$ cat src/rtl/adder_bist_pkg.sv
// Shared types and sizes for the 4-bit adder BIST controller.
package adder_bist_pkg;

    localparam int WIDTH       = 4;
    localparam int NUM_VECTORS = 512;
    localparam int ERR_W       = 10;
    localparam int IDX_W       = 2 * WIDTH + 1;

    typedef enum logic [1:0] {
        ST_IDLE   = 2'd0,
        ST_DRIVE  = 2'd1,
        ST_CHECK  = 2'd2,
        ST_FINISH = 2'd3
    } bist_state_e;

endpackage

$ cat src/rtl/adder_bist_ctrl_if.sv
// Stimulus/response bus between the BIST controller and the adder under test.
interface adder_bist_ctrl_if;
    import adder_bist_pkg::*;

    logic [WIDTH-1:0] a;
    logic [WIDTH-1:0] b;
    logic             cin;
    logic [WIDTH-1:0] sum;
    logic             carry;

    modport master (output a, output b, output cin, input sum, input carry);
    modport slave  (input a, input b, input cin, output sum, output carry);

endinterface

$ cat src/rtl/adder_bist_checker.sv
// Golden-model comparison of the adder response against A+B+CIN.
module adder_bist_checker
    import adder_bist_pkg::*;
(
    input  logic [WIDTH-1:0] a_i,
    input  logic [WIDTH-1:0] b_i,
    input  logic             cin_i,
    input  logic [WIDTH-1:0] sum_i,
    input  logic             carry_i,
    output logic             mismatch_o
);

    logic [WIDTH:0] golden;

    assign golden     = {1'b0, a_i} + {1'b0, b_i} + {{WIDTH{1'b0}}, cin_i};
    assign mismatch_o = ({carry_i, sum_i} != golden);

endmodule

$ cat src/rtl/adder_bist_ctrl.sv
// Exhaustive BIST sequencer for a 4-bit adder; optional first-failure capture
// is compiled in when BIST_FAIL_CAPTURE_EN is defined.
//
// state     | meaning
// ST_IDLE   | waiting for START
// ST_DRIVE  | current vector held on A/B/CIN while the adder settles
// ST_CHECK  | response compared at the end of this cycle
// ST_FINISH | all 512 vectors applied, DONE/PASS valid
module adder_bist_ctrl
    import adder_bist_pkg::*;
#(
    parameter int SETTLE_CYCLES = 1
) (
    input  logic              clk_i,
    input  logic              rst_n_i,
    input  logic              start_i,
    input  logic              abort_i,
    adder_bist_ctrl_if.master dut_if,
    output logic              busy_o,
    output logic              done_o,
    output logic              pass_o,
    output logic [ERR_W-1:0]  err_count_o
`ifdef BIST_FAIL_CAPTURE_EN
    ,
    output logic              fail_valid_o,
    output logic [WIDTH-1:0]  fail_a_o,
    output logic [WIDTH-1:0]  fail_b_o,
    output logic              fail_cin_o,
    output logic [WIDTH-1:0]  fail_sum_o,
    output logic              fail_carry_o
`endif
);

    localparam logic [3:0]       SETTLE_LOAD = 4'(SETTLE_CYCLES - 1);
    localparam logic [IDX_W-1:0] LAST_IDX    = IDX_W'(NUM_VECTORS - 1);

    bist_state_e      state_q;
    logic [IDX_W-1:0] idx_q;
    logic [3:0]       settle_q;
    logic [ERR_W-1:0] err_q;
    logic             busy_q;
    logic             done_q;
    logic             pass_q;
    logic             mismatch;

`ifdef BIST_FAIL_CAPTURE_EN
    logic             fail_valid_q;
    logic [WIDTH-1:0] fail_a_q;
    logic [WIDTH-1:0] fail_b_q;
    logic             fail_cin_q;
    logic [WIDTH-1:0] fail_sum_q;
    logic             fail_carry_q;
`endif

    // Index packs {A,B,CIN} so ascending order walks CIN fastest.
    assign dut_if.a   = idx_q[2*WIDTH:WIDTH+1];
    assign dut_if.b   = idx_q[WIDTH:1];
    assign dut_if.cin = idx_q[0];

    adder_bist_checker u_checker (
        .a_i        (dut_if.a),
        .b_i        (dut_if.b),
        .cin_i      (dut_if.cin),
        .sum_i      (dut_if.sum),
        .carry_i    (dut_if.carry),
        .mismatch_o (mismatch)
    );

    always_ff @(posedge clk_i or negedge rst_n_i) begin
        if (!rst_n_i) begin
            state_q      <= ST_IDLE;
            idx_q        <= '0;
            settle_q     <= '0;
            err_q        <= '0;
            busy_q       <= 1'b0;
            done_q       <= 1'b0;
            pass_q       <= 1'b0;
`ifdef BIST_FAIL_CAPTURE_EN
            fail_valid_q <= 1'b0;
            fail_a_q     <= '0;
            fail_b_q     <= '0;
            fail_cin_q   <= 1'b0;
            fail_sum_q   <= '0;
            fail_carry_q <= 1'b0;
`endif
        end else begin
            case (state_q)
                ST_IDLE, ST_FINISH: begin
                    if (start_i) begin
                        state_q      <= ST_DRIVE;
                        idx_q        <= '0;
                        settle_q     <= SETTLE_LOAD;
                        err_q        <= '0;
                        busy_q       <= 1'b1;
                        done_q       <= 1'b0;
                        pass_q       <= 1'b0;
`ifdef BIST_FAIL_CAPTURE_EN
                        fail_valid_q <= 1'b0;
                        fail_a_q     <= '0;
                        fail_b_q     <= '0;
                        fail_cin_q   <= 1'b0;
                        fail_sum_q   <= '0;
                        fail_carry_q <= 1'b0;
`endif
                    end
                end
                ST_DRIVE: begin
                    if (abort_i) begin
                        state_q <= ST_IDLE;
                        idx_q   <= '0;
                        busy_q  <= 1'b0;
                        done_q  <= 1'b0;
                        pass_q  <= 1'b0;
                    end else if (settle_q == 4'd0) begin
                        state_q <= ST_CHECK;
                    end else begin
                        settle_q <= settle_q - 4'd1;
                    end
                end
                ST_CHECK: begin
                    // Abort wins over the comparison in the same cycle.
                    if (abort_i) begin
                        state_q <= ST_IDLE;
                        idx_q   <= '0;
                        busy_q  <= 1'b0;
                        done_q  <= 1'b0;
                        pass_q  <= 1'b0;
                    end else begin
                        if (mismatch) begin
                            err_q <= err_q + ERR_W'(1);
                        end
`ifdef BIST_FAIL_CAPTURE_EN
                        if (mismatch && !fail_valid_q) begin
                            fail_valid_q <= 1'b1;
                            fail_a_q     <= dut_if.a;
                            fail_b_q     <= dut_if.b;
                            fail_cin_q   <= dut_if.cin;
                            fail_sum_q   <= dut_if.sum;
                            fail_carry_q <= dut_if.carry;
                        end
`endif
                        if (idx_q == LAST_IDX) begin
                            state_q <= ST_FINISH;
                            busy_q  <= 1'b0;
                            done_q  <= 1'b1;
                            pass_q  <= (err_q == '0) && !mismatch;
                        end else begin
                            state_q  <= ST_DRIVE;
                            idx_q    <= idx_q + IDX_W'(1);
                            settle_q <= SETTLE_LOAD;
                        end
                    end
                end
                default: begin
                    state_q <= ST_IDLE;
                    busy_q  <= 1'b0;
                end
            endcase
        end
    end

    assign busy_o      = busy_q;
    assign done_o      = done_q;
    assign pass_o      = pass_q;
    assign err_count_o = err_q;

`ifdef BIST_FAIL_CAPTURE_EN
    assign fail_valid_o = fail_valid_q;
    assign fail_a_o     = fail_a_q;
    assign fail_b_o     = fail_b_q;
    assign fail_cin_o   = fail_cin_q;
    assign fail_sum_o   = fail_sum_q;
    assign fail_carry_o = fail_carry_q;
`endif

endmodule

$ cat src/flat_wrapper.sv
// flat-port wrapper written by rule: the top's interface ports become plain ports
module adder_bist_ctrl_flat import adder_bist_pkg::*;
#(
    parameter int SETTLE_CYCLES = 1
)
  (clk_i, rst_n_i, start_i, abort_i, busy_o, done_o, pass_o, err_count_o, dut_if_a, dut_if_b, dut_if_cin, dut_if_sum, dut_if_carry);
  adder_bist_ctrl_if dut_if_i ();
  input  logic clk_i;
  input  logic rst_n_i;
  input  logic start_i;
  input  logic abort_i;
  output logic busy_o;
  output logic done_o;
  output logic pass_o;
  output logic [ERR_W-1:0] err_count_o;
  output wire logic [$bits(dut_if_i.a)-1:0] dut_if_a;
  output wire logic [$bits(dut_if_i.b)-1:0] dut_if_b;
  output wire logic [$bits(dut_if_i.cin)-1:0] dut_if_cin;
  input wire logic [$bits(dut_if_i.sum)-1:0] dut_if_sum;
  input wire logic [$bits(dut_if_i.carry)-1:0] dut_if_carry;
  assign dut_if_a = dut_if_i.a;
  assign dut_if_b = dut_if_i.b;
  assign dut_if_cin = dut_if_i.cin;
  assign dut_if_i.sum = dut_if_sum;
  assign dut_if_i.carry = dut_if_carry;
  adder_bist_ctrl #(.SETTLE_CYCLES(SETTLE_CYCLES)) u_core (.clk_i(clk_i), .rst_n_i(rst_n_i), .start_i(start_i), .abort_i(abort_i), .dut_if(dut_if_i), .busy_o(busy_o), .done_o(done_o), .pass_o(pass_o), .err_count_o(err_count_o));
endmodule
$ cat config.mk
export PLATFORM = sky130hd
export DESIGN_NAME = adder_bist_ctrl_flat
export DESIGN_NICKNAME = d
export VERILOG_FILES = /design/src/rtl/adder_bist_pkg.sv /design/src/rtl/adder_bist_ctrl_if.sv /design/src/rtl/adder_bist_checker.sv /design/src/rtl/adder_bist_ctrl.sv /design/src/flat_wrapper.sv
export SDC_FILE = /design/constraint.sdc
export NUM_CORES = 1
export LEC_CHECK = 0
export BUFFER_PORTS_ARGS = -buffer_cell sky130_fd_sc_hd__buf_2
export CORE_AREA = 2 2 59 61
export CTS_CLUSTER_SIZE = 20
export DETAILED_ROUTE_END_ITERATION = 12
export DIE_AREA = 0 0 61 63
export GPL_ROUTABILITY_DRIVEN = 0
export PLACE_DENSITY = 0.88
export SLEW_MARGIN = 25
export SYNTH_ARGS = -nofsm -noshare
export SYNTH_HDL_FRONTEND = slang
export SYNTH_SLANG_ARGS = --single-unit
$ cat constraint.sdc
create_clock -name clk_i -period 4.65 [get_ports clk_i]
set_input_delay 0.6975 -clock clk_i [delete_from_list [all_inputs] [get_ports clk_i]]
set_output_delay 0.6975 -clock clk_i [all_outputs]
set_load 0.02 [all_outputs]
==> results of run 1 <==
==> through the flow <==
step,utilization,cell area (um2)
final,0.6280,2029
after floorplan,-,1819
after CTS,0.6280,2029
after global routing,0.6280,2029
after global placement,0.6167,1993
after detailed placement,0.6167,1993
==> critical path: stages, from the launching register on <==
cell,delay [ps]
dfrtp_1,480
fa_1,500
fa_1,430
xnor2_1,260
xnor2_2,160
a2111oi_4,70
and2_4,230
or4_1,520
a21oi_1,160
==> cell usage in the layout, fill, tap and decap left out, types with 3 or more instances in the layout <==
| cell | count |
|---|---|
| a21oi_1 | 15 |
| o22ai_1 | 4 |
| or4_1 | 7 |
| inv_1 | 11 |
| o21ai_0 | 3 |
| o31ai_1 | 4 |
| nand3_1 | 8 |
| nor2_1 | 15 |
| buf_2 | 30 |
| a22o_1 | 6 |
| dfrtp_1 | 28 |
| a21o_1 | 3 |
| nand4_1 | 5 |
| nand2b_1 | 3 |
| ha_1 | 11 |
| xor2_1 | 6 |
| nand2_1 | 16 |
| and3_1 | 3 |
| nor3_1 | 3 |
| o21ai_1 | 7 |
| clkbuf_4 | 3 |
==> logic make-up (layout without fill, tap and decap cells) <==
group           after synthesis  count (layout)  share of synthesized area
compound gates               51              51                     0.1898
mux                           2               2                    0.01238
buf+inv                      14              45                    0.04126
xor+xnor                     10              10                    0.05640
flops                        28              28                     0.3851
fa+ha+maj                    13              13                    0.09766
simple gates                 74              74                     0.2173
==> final timing paths <==
path | depth (start not counted) | startpoint | endpoint | slack [ps]
setup reg to reg | 8 | u_core.idx_q[0] | u_core.err_count_o[7] | 1780
hold / removal | 1 | rst_n_i | u_core.settle_q[1] | 360
setup / recovery | 8 | u_core.idx_q[0] | u_core.err_count_o[7] | 1780
min in group clk_i | 1 | u_core.pass_o | u_core.pass_o | 520
hold reg to reg | 1 | u_core.pass_o | u_core.pass_o | 520
max in group asynchronous | 1 | rst_n_i | u_core.err_count_o[3] | 3890
==> area by class of cell <==
type	count	area [um2]	share of cell area
Tap cell	46	57.56	0.02836
Inverter	11	41.29	0.02035
Clock buffer	4	36.28	0.01788
Multi-Input combinational cell	150	1044	0.5142
Timing Repair Buffer	30	150.1	0.07398
Sequential cell	28	700.7	0.3453
==> routing by layer <==
metal  vias up  GRT usage  part of all wire
li1        764          -                 -
met5         -          0                 0
met4         0    0.07065             0.013
met1       791     0.3068              0.46
met2        58     0.3535              0.48
met3         6    0.03313             0.044
==> state kept, by name (all words and copies together), names as in the netlist <==
register / flops
u_core.idx_q: 9
u_core.busy_o: 1
u_core.done_o: 1
u_core.settle_q: 4
u_core.err_count_o: 10
u_core.state_q: 2
u_core.pass_o: 1
==> synthesized netlist by cell type, types with 3 or more instances <==
library cell	instances
o21ai_1	7
o22ai_1	4
nand2b_1	3
or4_1	7
ha_1	11
nor3_1	3
xor2_1	6
a21oi_1	15
a21o_1	3
and3_1	3
nand4_1	5
dfrtp_1	28
a22o_1	6
nor2_1	15
inv_1	11
nand3_1	8
nand2_1	16
o21ai_0	3
o31ai_1	4
==> power breakdown <==
part	leakage, uW	switching, uW	internal [uW]	total, uW
sequential	0.000386	17.3	263	280
combinational	0.000560	239	106	345
clock	0.0000210	73.9	47.9	122
==> metrics.yaml, run 1 <==
outcome:
  outcome: "finished clean"
synthesis:
  postSynth.asyncResetShare: 1.000
  syn_nets: 214
  netlist_area_mm2: 0.001819
  syn_area_per_cell_um2: 9.475
  synth_ff_type: "dfrtp_1"
  ys_top_cells_by_area: "dfrtp_1, ha_1, a21oi_1, nand2_1, nor2_1"
  yosysUniqueCellTypes: 47
  yosysWarnings: 0
  yosysTopAreaCell: "dfrtp_1"
  synth_edf_count: 0
  yosysSeqAreaShare: 0.3851
  synth.ff_latch_count: 28
  yosys.area.top_type_share: 0.3851
  synth_cells: 192
floorplanning:
  rows: 21
  io_pins: 31
  die_w_um: 61
  initial_core_util: 0.5629
  die_height_um: 63
  dieArea_mm2: 0.003843
  coreArea_mm2: 0.003232
clock_tree:
  clkSinkCount: 28
  insertion_delay_ps: 330
  root_buffer: "clkbuf_4"
  clkTransAtPathRegs_ps: 150
  hold_buffers: 0
  post-cts-setup-buffer-count: 0
  cts_buffers: 3
  cts_tree: "yes"
  cts_resized: 0
  htreeDepth: 1
  clock_path_buffers: 2
power_and_ir_drop:
  peakVddDrop_v: 0.0001849
  p_leak_uw: 0.0009673
  power.density_mw_per_mm2: 368.3
  finalPower_uw: 747.4
sta:
  slew_viol_final: 0
  fin_skew_ps: 1.723
  fin_crit_ps: 2875
  hold_slack_ps: 359.8
  rsz0062_at_grt: "no"
  setup_tns_ps: 0
  worst_pin_slew_ps: 629.1
  setup_viol: 0
  relSlewSlack: 0.5806
  fin_crit_sh: 0.6182
  fmax_mhz: 347.8
  fin_ws_ps: 1775
  hold_violations: 0
placed_design:
  dp_hpwl_um: 2965
  dpl_worst_slack_ps: 1799
  port_buffers: 30
  dp_cells: 265
global_route:
  grt_pass1_vias: 1526
  grt_first_pass_wirelength_um: 6693
  antenna_found_initial: 0
  grt_max_degree: 29
  grt_use_total: 0.2223
  gr-total-overflow: 0
cells_and_area:
  layout.nets: 246
  num_antenna_cells: 0
  finalNonFillerCells: 269
  area_delta_synth_final_pct: 11.55
  drive_above_1_share: 0.1883
  fillers: 259
worst_setup_path:
  path_max_fanout: 18
  path_class: "register to register"
  start_kind: "register"
  worst_ep_arrival_time_ps: 3140
  cp-end-kind: "register"
  crit_required_ps: 4920
routing:
  vias_per_cell: 6.019
  drtAntennaViolNets: 0
  finalWirelength_um: 3940
  wl_per_cell_um: 14.65
  dr.pass1.iters: 5
  drt_iter0_markers: 109
  drc_errors: 0
  vias: 1619
run:
  drv_cap: 0
hold_path:
  hold_class: "primary input to asynchronous set/reset pin"
Note: power is estimated with default switching activity, not from simulation.
==> inputs of run 2 (changes only) <==
CORE_AREA = 2 2 60 62   (was 2 2 59 61)
DIE_AREA = 0 0 62 64   (was 0 0 61 63)
PLACE_DENSITY = 0.85   (was 0.88)
clock period = 2.7 ns   (was 4.65 ns; I/O delays follow)
==> run 2 against run 1 <==
Net effect: total power rose by 84%; count of clock-buffer cells in the layout fell by 1; register-to-register slack got worse by 1700 ps; utilization rose by 1.4 points; clock power rose by 120%; sequential cell count did not move; global-route usage barely moved; cell count rose by 2.2%; critical path type unchanged; largest power group unchanged.
==> metrics.yaml, run 2 (same netlist as run 1, synthesis figures left out) <==
clock_tree:
  htreeDepth: 1
  insertion_delay_ps: 330
  clkSinkCount: 28
  root_buffer: "clkbuf_4"
  cts_buffers: 3
  cts_tree: "yes"
  clock_path_buffers: 2
  clkTransAtPathRegs_ps: 150
  hold_buffers: 0
worst_setup_path:
  worst_ep_arrival_time_ps: 2910
  path_class: "register to register"
  path_max_fanout: 17
  cp-end-kind: "register"
  crit_required_ps: 2970
  rr_worst_depth: 7
  start_kind: "register"
sta:
  rsz0062_at_grt: "yes"
  fin_crit_ps: 2645
  slew_viol_final: 0
  worst_pin_slew_ps: 631.2
  setup_viol: 0
  fmax_mhz: 378.1
  fin_skew_ps: 8.741
  hold_violations: 0
  relSlewSlack: 0.5792
  fin_ws_ps: 55.49
  fin_crit_sh: 0.9794
global_route:
  gr-total-overflow: 0
  grt_first_pass_wirelength_um: 6624
  grt_use_total: 0.2220
  grt_max_degree: 29
  antenna_found_initial: 0
  grt_pass1_vias: 1418
floorplanning:
  rows: 21
  coreArea_mm2: 0.003284
  initial_core_util: 0.5539
  die_height_um: 64
  die_w_um: 62
  dieArea_mm2: 0.003968
  io_pins: 31
routing:
  dr.pass1.iters: 4
  vias: 1564
  vias_per_cell: 5.687
  drc_errors: 0
  drtAntennaViolNets: 0
  finalWirelength_um: 3934
  drt_iter0_markers: 69
  wl_per_cell_um: 14.31
outcome:
  outcome: "finished clean"
cells_and_area:
  drive_above_1_share: 0.2358
  layout_commonest_cell: "buf_2"
  area_delta_synth_final_pct: 15.96
  largest_reg_flops: 10
  final_util: 0.6423
  post-route-cell-area_mm2: 0.002110
  layout.nets: 252
  final_cell_mix: "buf_2, dfrtp_1, nand2_1"
  num_antenna_cells: 0
power_and_ir_drop:
  power.density_mw_per_mm2: 651.5
  p_leak_uw: 0.001002
  peakVddDrop_v: 0.0003353
  finalPower_uw: 1374
run:
  drv_cap: 0
placed_design:
  port_buffers: 30
  placed_cell_area_mm2: 0.002038
  dp_hpwl_um: 2987
  dpl_worst_slack_ps: 37.14
hold_path:
  hold_class: "primary input to asynchronous set/reset pin"
==> run 2: changes by cell type in the layout (fill, tap and decap cells not counted), moves of 2 or more <==
cell / delta
fa_2: +2
buf_4: +6
dfrtp_2: +2
fa_1: -2
dfrtp_1: -2
==> run 2: worst paths after layout <==
| check | startpoint | end | slack, ps |
|---|---|---|---|
| worst min-delay path | rst_n_i | u_core.err_count_o[3] | 70 |
| max in group asynchronous | rst_n_i | u_core.idx_q[1] | 2180 |
| worst max-delay path | u_core.idx_q[0] | u_core.err_count_o[8] | 60 |
| worst min register to register | u_core.busy_o | u_core.busy_o | 520 |
| worst max register to register | u_core.idx_q[0] | u_core.err_count_o[8] | 60 |
| min in group clk_i | abort_i | u_core.state_q[1] | 350 |
==> run 2: per-stage QoR <==
stage / instances / TNS (ps) / hold WS (ps)
2_1_floorplan: 192 / 0 / 109.4
3_3_place_gp: 269 / 0 / 459.3
3_5_place_dp: 269 / 0 / 462.2
4_1_cts: 273 / 0 / 70.78
5_1_grt: 275 / -49.19 / 100.9
6_report: 275 / 0 / 70.86
==> run 2: area by class of cell <==
class                   count  area (um2)
clock inverters             1       30.03
flip-flops and latches     28       703.2
repair buffers             36       195.2
well taps                  46       57.56
multi-input cells         150        1060
inverters                  11       41.29
fillers                   294        1175
clock buffers               3       22.52
==> run 2: worst max-delay path, cell delays in order, from the launching register on <==
cell and delay (ps):
dfrtp_2 450, fa_2 410, fa_2 570, xor2_2 200, a2111oi_4 90, and2_4 210, or4_1 520, a21oi_1 150
==> run 2: layer usage <==
| metal | GRT usage | vias to the layer above | wire, um |
|---|---|---|---|
| li1 | - | 785 | - |
| met1 | 0.3381 | 745 | 1897 |
| met2 | 0.3281 | 32 | 1885 |
| met3 | 0.02429 | 2 | 118 |
| met4 | 0.06383 | 0 | 34 |
| met5 | 0 | - | 0 |
==> run 2: what timing repair did <==
item,CTS,global route
resized for setup,0,1
buffers inserted,0,2
endpoints found under the setup margin,0,4
==> run 2: where the power goes <==
group,internal [uW],leakage [uW],switching (uW)
Sequential,454,0.000383,26.5
Clock,150,0.0000279,123
Combinational,205,0.000591,416
Total,809,0.00100,566
==> inputs of run 3 (changes only) <==
ABC_AREA = 1   (was not set)
CORE_AREA = 2 2 63 65   (was 2 2 60 62)
DIE_AREA = 0 0 65 67   (was 0 0 62 64)
==> run 3 against run 2 <==
Net effect: worst setup slack improved by 250 ps; fmax increased by 10%; via count grew 16%; synthesized area rose by 11%; sequential share of layout area down 2.6 points; sequential power rose by 13%; cell area grew 8.1%; global-route usage fell by 0.91 points; count of clock-buffer cells in the layout unchanged; die area is 9.8% higher; clock skew down 6.1 ps; cell count increased by 27%; critical path type unchanged; largest power group unchanged.
==> metrics.yaml, run 3 <==
floorplanning:
  io_pins: 31
  die_w_um: 65
  coreArea_mm2: 0.003606
  dieArea_mm2: 0.004355
  rows: 22
  initial_core_util: 0.5583
  die_height_um: 67
synthesis:
  postSynth.asyncResetShare: 1.000
  synth_ff_type: "dfrtp_1"
  ys_top_cells_by_area: "dfrtp_1, nand2_1, inv_1, ha_1, nand3_1"
  netlist_area_mm2: 0.002013
  yosys.area.top_type_share: 0.3480
  yosysWarnings: 0
  synth.most_common_cell: "nand2_1"
  syn_nets: 290
  synth.ff_latch_count: 28
  synth_top_family_by_area: "simple AND/OR/NAND/NOR gates"
  synth_cells: 268
  synth_edf_count: 0
  syn_area_per_cell_um2: 7.512
  yosysTopAreaCell: "dfrtp_1"
  yosysSeqAreaShare: 0.3480
  synthXorXnorAreaFrac: 0.02610
  synth_simple_gate_area_share: 0.3704
  synthAdderAreaFrac: 0.08825
  synthMuxAreaShare: 0
  synth_commonest_cells: "nand2_1, inv_1, dfrtp_1"
  synth-compound-area-share: 0.07458
  yosysUniqueCellTypes: 33
placed_design:
  dp_hpwl_um: 3240
  port_buffers: 30
cells_and_area:
  drive_above_1_share: 0.1767
  layout.nets: 323
  layout_commonest_cell: "nand2_1"
  final_cell_mix: "nand2_1, inv_1, buf_2"
  largest_reg_flops: 10
  num_antenna_cells: 0
  area_delta_synth_final_pct: 13.30
  final_util: 0.6325
worst_setup_path:
  path_max_fanout: 10
  crit_required_ps: 2910
  start_kind: "register"
  cp-end-kind: "register"
  path_class: "register to register"
  worst_ep_arrival_time_ps: 2610
clock_tree:
  cts_tree: "yes"
  post-cts-setup-buffer-count: 0
  cts_buffers: 3
  clkSinkCount: 28
  clkTransAtPathRegs_ps: 90
  insertion_delay_ps: 270
  htreeDepth: 1
  clock_path_buffers: 2
  cts_resized: 0
  hold_buffers: 0
  root_buffer: "clkbuf_8"
outcome:
  outcome: "finished clean"
routing:
  finalWirelength_um: 4234
  drtAntennaViolNets: 0
  vias: 1812
  drt_iter0_markers: 97
  drc_errors: 0
  wl_per_cell_um: 12.17
  dr.pass1.iters: 4
  vias_per_cell: 5.207
power_and_ir_drop:
  p_leak_uw: 0.001257
  peakVddDrop_v: 0.0005514
  power.density_mw_per_mm2: 726.6
sta:
  relSlewSlack: 0.5810
  setup_viol: 0
  fin_crit_sh: 0.8883
  slew_viol_final: 0
  fmax_mhz: 416.9
  fin_crit_ps: 2398
  worst_pin_slew_ps: 628.6
  rsz0062_at_grt: "no"
  setup_tns_ps: 0
  hold_violations: 0
  fin_skew_ps: 2.663
global_route:
  grt_first_pass_wirelength_um: 7169
  grt_max_degree: 29
  gr-total-overflow: 0
  grt_pass1_vias: 1660
  antenna_found_initial: 0
  grt_use_total: 0.2129
hold_path:
  hold_class: "primary input to asynchronous set/reset pin"
run:
  drv_cap: 0
[run 3: kinds of logic (layout without fill, tap and decap cells)]
family / count (synthesis) / after routing
buf+inv: 45 / 77
compound gates: 25 / 25
flops: 28 / 28
xor+xnor: 6 / 6
fa+ha+maj: 13 / 13
simple gates: 151 / 151
[run 3: worst max-delay path, cell delays in order, from the launching register on]
cell     delay (ps)
dfrtp_1         480
fa_1            500
fa_1            530
inv_1            50
nand2_1          50
nand2_1          40
nor2_1           80
nand2_1          90
nor2_4          120
nand3_4         130
nand2_4         140
nand2_1          80
nand2_1          60
[run 3: routing by layer]
metal	GRT usage	wire, um	part of all wire	vias up
met5	0	0	0	-
met1	0.2732	2029	0.48	849
li1	-	-	-	926
met4	0.06915	50	0.012	0
met3	0.02365	108	0.026	6
met2	0.3737	2046	0.48	31
[run 3: layout make-up]
class | count | area, um2
Timing Repair Buffer | 31 | 157.7
Sequential cell | 28 | 700.7
Inverter | 42 | 165.2
Fill cell | 322 | 1325
Multi-Input combinational cell | 195 | 1126
Clock buffer | 3 | 41.29
Tap cell | 48 | 60.06
Clock inverter | 1 | 30.03
[run 3: final timing paths]
path | from | end | slack [ps] | depth (start not counted)
setup / recovery | u_core.idx_q[0] | u_core.err_count_o[2] | 300 | 12
hold / removal | rst_n_i | u_core.settle_q[2] | 140 | 1
setup reg to reg | u_core.idx_q[0] | u_core.err_count_o[2] | 300 | 12
hold reg to reg | u_core.settle_q[0] | u_core.settle_q[0] | 480 | 1
max in group asynchronous | rst_n_i | u_core.err_count_o[0] | 2150 | 1
min in group clk_i | u_core.settle_q[0] | u_core.settle_q[0] | 480 | 1
[run 3: power by group]
part / switching [uW] / internal [uW] / leakage (uW) / total (uW)
Combinational: 534 / 253 / 0.000840 / 787
Clock: 129 / 198 / 0.0000357 / 328
Sequential: 60.0 / 483 / 0.000382 / 543
Total: 723 / 934 / 0.00126 / 1660
[run 3: stage by stage]
step | power (uW) | setup slack [ps] | std cells | instance area (um2) | hold slack [ps]
CTS | 1664 | 310.1 | 348 | 2281 | 157.6
finish | 1657 | 301.5 | 348 | 2281 | 137.2
global route | 1799 | 146.3 | 348 | 2281 | 191.6
floorplan | 1173 | 459.7 | 268 | 2013 | 109.4
global placement | 1314 | 427.7 | 344 | 2210 | 457.2
detailed placement | 1335 | 338.8 | 344 | 2210 | 458.8
